$ cat config.mk
export PLATFORM = sky130hd
export DESIGN_NAME = alu4_wide_seq
export DESIGN_NICKNAME = d
export VERILOG_FILES = /design/src/rtl/alu4_wide_seq.sv
export SDC_FILE = /design/constraint.sdc
export NUM_CORES = 1
export LEC_CHECK = 0
export BUFFER_PORTS_ARGS = -buffer_cell sky130_fd_sc_hd__buf_2
export CORE_MARGIN = 2
export CORE_UTILIZATION = 25
export DETAILED_ROUTE_END_ITERATION = 7
export PLACE_DENSITY = 0.48
export SLEW_MARGIN = 5
export SYNTH_ARGS = -nofsm -noshare
export SYNTH_HDL_FRONTEND = slang
export SYNTH_SLANG_ARGS = --single-unit
$ cat constraint.sdc
create_clock -name clk -period 7.71 [get_ports clk]
set_input_delay 0 -clock clk [delete_from_list [all_inputs] [get_ports clk]]
set_output_delay 0 -clock clk [all_outputs]
set_load 0.01 [all_outputs]
$ cat src/rtl/alu4_wide_seq.sv
// Multi-cycle sequencer driving a 4-bit ALU slice over NIBBLES nibbles.
// It chains the math and rotate carries between nibbles and assembles the wide result.
module alu4_wide_seq #(
   parameter int          NIBBLES   = 4,
   parameter logic [15:0] RIGHT_OPS = 16'hA080
) (
   input  logic                   clk,
   input  logic                   rst,
   input  logic                   start,
   input  logic [3:0]             op,
   input  logic [4*NIBBLES-1:0]   a,
   input  logic [4*NIBBLES-1:0]   b,
   input  logic                   carry_in,
   input  logic                   rot_in,
   output logic                   busy,
   output logic                   done,
   output logic [4*NIBBLES-1:0]   result,
   output logic                   carry_out,
   output logic                   rot_carry_out,
   output logic                   zero,
   output logic                   overflow,
   output logic [3:0]             alu_op,
   output logic [3:0]             alu_a,
   output logic [3:0]             alu_b,
   output logic                   alu_cin,
   output logic                   alu_rin,
   input  logic [3:0]             alu_y,
   input  logic                   alu_cout,
   input  logic                   alu_rout,
   input  logic                   alu_ovf
);

   localparam int W  = 4 * NIBBLES;
   localparam int IW = $clog2(NIBBLES);
   localparam logic [IW-1:0] LAST = IW'(NIBBLES - 1);

   typedef enum logic [1:0] {S_IDLE, S_RUN, S_DONE} state_t;

   state_t        state;
   logic [W-1:0]  a_r, b_r;
   logic [IW-1:0] idx, cnt;
   logic          dir_r;

   logic [IW-1:0] step_idx, first_idx;
   logic [W-1:0]  acc_nxt;

   always_comb begin
      step_idx  = dir_r ? (idx - IW'(1)) : (idx + IW'(1));
      first_idx = RIGHT_OPS[op] ? LAST : '0;
      acc_nxt   = result;
      acc_nxt[{idx, 2'b00} +: 4] = alu_y;
   end

   // alu_cin/alu_rin double as the chain registers (cc/rc); alu_* are loaded one
   // edge ahead so the registered outputs always present the current idx nibble.
   always_ff @(posedge clk or posedge rst) begin
      if (rst) begin
         state         <= S_IDLE;
         a_r           <= '0;
         b_r           <= '0;
         idx           <= '0;
         cnt           <= '0;
         dir_r         <= 1'b0;
         busy          <= 1'b0;
         done          <= 1'b0;
         result        <= '0;
         carry_out     <= 1'b0;
         rot_carry_out <= 1'b0;
         zero          <= 1'b1;
         overflow      <= 1'b0;
         alu_op        <= '0;
         alu_a         <= '0;
         alu_b         <= '0;
         alu_cin       <= 1'b0;
         alu_rin       <= 1'b0;
      end else begin
         done <= 1'b0;
         case (state)
            S_IDLE, S_DONE: begin
               if (start) begin
                  a_r     <= a;
                  b_r     <= b;
                  idx     <= first_idx;
                  cnt     <= '0;
                  dir_r   <= RIGHT_OPS[op];
                  result  <= '0;
                  busy    <= 1'b1;
                  alu_op  <= op;
                  alu_a   <= a[{first_idx, 2'b00} +: 4];
                  alu_b   <= b[{first_idx, 2'b00} +: 4];
                  alu_cin <= carry_in;
                  alu_rin <= rot_in;
                  state   <= S_RUN;
               end else begin
                  state <= S_IDLE;
               end
            end
            S_RUN: begin
               result <= acc_nxt;
               if (idx == LAST) overflow <= alu_ovf;
               if (cnt == LAST) begin
                  state         <= S_DONE;
                  busy          <= 1'b0;
                  done          <= 1'b1;
                  carry_out     <= alu_cout;
                  rot_carry_out <= alu_rout;
                  zero          <= (acc_nxt == '0);
                  alu_op        <= '0;
                  alu_a         <= '0;
                  alu_b         <= '0;
                  alu_cin       <= 1'b0;
                  alu_rin       <= 1'b0;
               end else begin
                  cnt     <= cnt + IW'(1);
                  idx     <= step_idx;
                  alu_a   <= a_r[{step_idx, 2'b00} +: 4];
                  alu_b   <= b_r[{step_idx, 2'b00} +: 4];
                  alu_cin <= alu_cout;
                  alu_rin <= alu_rout;
               end
            end
            default: state <= S_IDLE;
         endcase
      end
   end

endmodule

==> reports/results.tsv <==
stage	metric	value	unit
critical_path	CP top delay family	flip-flops	
floorplan	Die Wd	123	um
sta	TNS Setup	0	ns
clock_tree	clk sink count	75	
sta	period utilisation layout	39.9	%
sta	worst-margin pin slew	1.08	ns
grt	Congestion Overflow GR	0	
critical_path	Crit path largest cell delay	0.75	ns
job	max cap viols	0	
sta	clk_skew	0.00476	ns
floorplan	Initial Utilization	25.5	%
logic_synthesis	post-synth top area share	52.5	%
layout	Layout Utilization	35.5	%
drt	routed len/inst	14.4	um
logic_synthesis	synth unique cells	46	
critical_path	Setup crit start kind	register	
logic_synthesis	Synth area leader	dfrtp_1	
run_status	failing checks	negative hold slack	
layout	Cell Count, Final, Fillers Out	665	
grt	largest net degree at the start of global routing	76	
layout	Fill cells	1403	
power	P_leak	2.47	nW
layout	multi-input combinational cell area	1540	sq um
critical_path	WP buf/inv	1	
layout	layout cells sized above 1	25.4	%
sta	Final min period	3.07	ns
placement	RePlAce Congestion	0.804	
logic_synthesis	post-synthesis cell area	3530	sq um
critical_path	crit-path cells	clkinv_1 -> ha_1 -> nor2_1 -> a31o_1 -> or4_1 -> o31ai_2	
clock_tree	Root Buffer	clkbuf_16	
clock_tree	postcts setup bufs	0	
placement	IO Port Bufs	83	
logic_synthesis	register area share after synthesis	53.2	%
logic_synthesis	Async SR Flop Fraction	100	%
clock_tree	clk buf depth	2	
layout	# diodes	0	
grt	first-pass GRT wire length	15400	um
grt	All-Layer GR Usage	13.5	%
clock_tree	CTS tree	done	
placement	placed insts	603	
critical_path	WS Path Type	reg2reg	
grt	vias in the first global route	2986	
logic_synthesis	Post-synth EDFFs	0	
floorplan	Die Ht	123	um
sta	unrepaired setup endpoints after global routing	false	
logic_synthesis	Synth area leaders	dfrtp_1, nand2_1, mux4_2	
critical_path	slowest stage cell, crit path	dfrtp_1	
clock_tree	Worst-Skew Late Latency	0.34	ns
layout	sequential cell area	1880	sq um
logic_synthesis	Synth Net Count	411	
drt	Iter 0 DRT Violations	138	
sta	Max-slew headroom	27.7	%
clock_tree	Worst-path clk slew	0.06	ns
floorplan	row count	43	
worst_hold_path	Tightest Hold Check Type	in2async	
power	PD cells	398	nW/um^2
floorplan	IO Pins	84	
grt	initial antenna violation count	0	
floorplan	die footprint	15100	sq um
sta	Min Hold Slack	-0.0593	ns
run_status	status	finished with violations	
drt	vias per inst	4.54	
sta	Slew Viols, Final	0	
sta	Fmax achieved	325	MHz
logic_synthesis	Syn. warnings	0	
clock_tree	CTS HTree Levels	3	
power	IR drop worst, VDD	0.164	mV
drt	router iterations before antenna repair	4	
critical_path	CP arrival	3.33	ns
layout	synthesis-to-finish area growth	39.3	%
critical_path	Crit. End Element	register	
critical_path	required time worst endpoint	7.96	ns
logic_synthesis	Post-Syn Area per Cell	9.88	sq um
logic_synthesis	Cells after Synth	357	
critical_path	largest fanout on the critical path	14	
drt	Final ANT Viol Nets	0	
drt	# DRC	0	
logic_synthesis	ys flop type	dfrtp_1	
floorplan	Core Footprint	13800	sq um
sta	final setup violation count	0	
logic_synthesis	Synth Register Bits	75	
sta	Final Hold Vio Count	59	
layout	# nets final	534	
drt	Vias	3016	
placement	dpl hpwl	6370	um
drt	DRT Wirelength	9590	um
clock_tree	CTS Buf Count	9	
-- final cells by class --
| class | count | area share (%) |
|---|---|---|
| flip-flops and latches | 75 | 38.2 |
| clock inverters | 5 | 2.04 |
| well taps | 180 | 4.58 |
| clock buffers | 11 | 4.94 |
| multi-input cells | 255 | 31.3 |
| repair buffers | 132 | 18.3 |
| inverters | 7 | 0.662 |
-- cells by family after synthesis --
logic type                 synth area share [%]
AOI/OAI and AO/OA                          11.5
xor gates and xnor gates                  0.710
adders and majority gates                  2.13
buffers and inverters                      3.44
DFF                                        53.2
muxes                                      8.94
and+or+nand+nor                            20.1
-- timing repair --
action | in CTS | in global routing
hold buffers | 46 | 0
gates resized for setup | 0 | 0
hold endpoints to repair | 45 | 0
-- layer usage --
metal  track usage (%)  vias up  wire length, um
met5                 0        -                0
met4              4.31        0              142
met1              17.8     1461             4570
li1                  -     1465                -
met3              3.58       12              460
met2              21.4       78             4410
-- flip-flops by register name, summed over array words and instances (netlist names), 2 cells and up --
register and count:
b_r 16, alu_a 4, state 2, alu_op 4
a_r 16, alu_b 4, cnt 2, idx 2
result 16
-- per-stage QoR --
| step | instance area, sq um | hold WS [ns] | setup WS (ns) | power, mW |
|---|---|---|---|---|
| after CTS | 4910 | 0.00271 | 4.62 | 1.98 |
| after global placement | 4110 | 0.191 | 4.69 | 1.45 |
| after floorplan | 3530 | 0.105 | 5.30 | 1.23 |
| after detailed placement | 4110 | 0.194 | 4.63 | 1.46 |
| after global routing | 4910 | 0.0233 | 4.37 | 2.11 |
| final | 4910 | -0.0593 | 4.64 | 1.96 |
-- final timing paths --
path                            startpoint   endpoint  slack, ns  cells past startpoint
worst max-delay path                idx[0]       zero       4.64                      6
worst min-delay path                   rst   alu_a[1]      -0.06                      3
worst max register to register      idx[0]       zero       4.64                      6
worst min register to register      a_r[1]     a_r[1]       0.47                      2
max in group asynchronous              rst  result[8]       7.12                      3
min in group clk                  alu_y[0]  result[8]       0.02                      2
-- synthesized netlist by cell type (2+ instances only) --
master,n
nand2_1,130
inv_1,5
buf_1,2
nor2b_1,7
buf_2,3
mux4_2,8
nor2_1,9
nor3_1,4
a41oi_1,2
o21ai_0,20
clkbuf_1,13
dfrtp_1,74
a31oi_1,4
nor4_1,2
mux2i_1,9
nand3_1,6
mux2_2,4
a22o_1,18
ha_1,6
a21oi_1,5
-- placed cells by master (no fill, tap or decap), types with 5 or more instances in the layout --
| cell | count |
|---|---|
| a21oi_1 | 5 |
| a22o_1 | 18 |
| buf_2 | 83 |
| clkbuf_16 | 9 |
| dfrtp_1 | 74 |
| dlygate4sd3_1 | 46 |
| ha_1 | 6 |
| mux2i_1 | 9 |
| mux4_2 | 8 |
| nand2_1 | 130 |
| nand3_1 | 6 |
| nor2_1 | 9 |
| nor2b_1 | 6 |
| o21ai_0 | 20 |
-- worst min-delay path, stage by stage --
cell	delay, ns
buf_2	0.10
clkinv_2	0.03
buf_4	0.70
-- report_power, final --
group          leakage (nW)  switching [mW]  internal, mW
logic                  1.35           0.432         0.359
registers             0.949           0.116         0.567
clock network         0.169           0.161         0.324
total                  2.47           0.709          1.25
No activity file was read; power rests on OpenSTA's default activity.
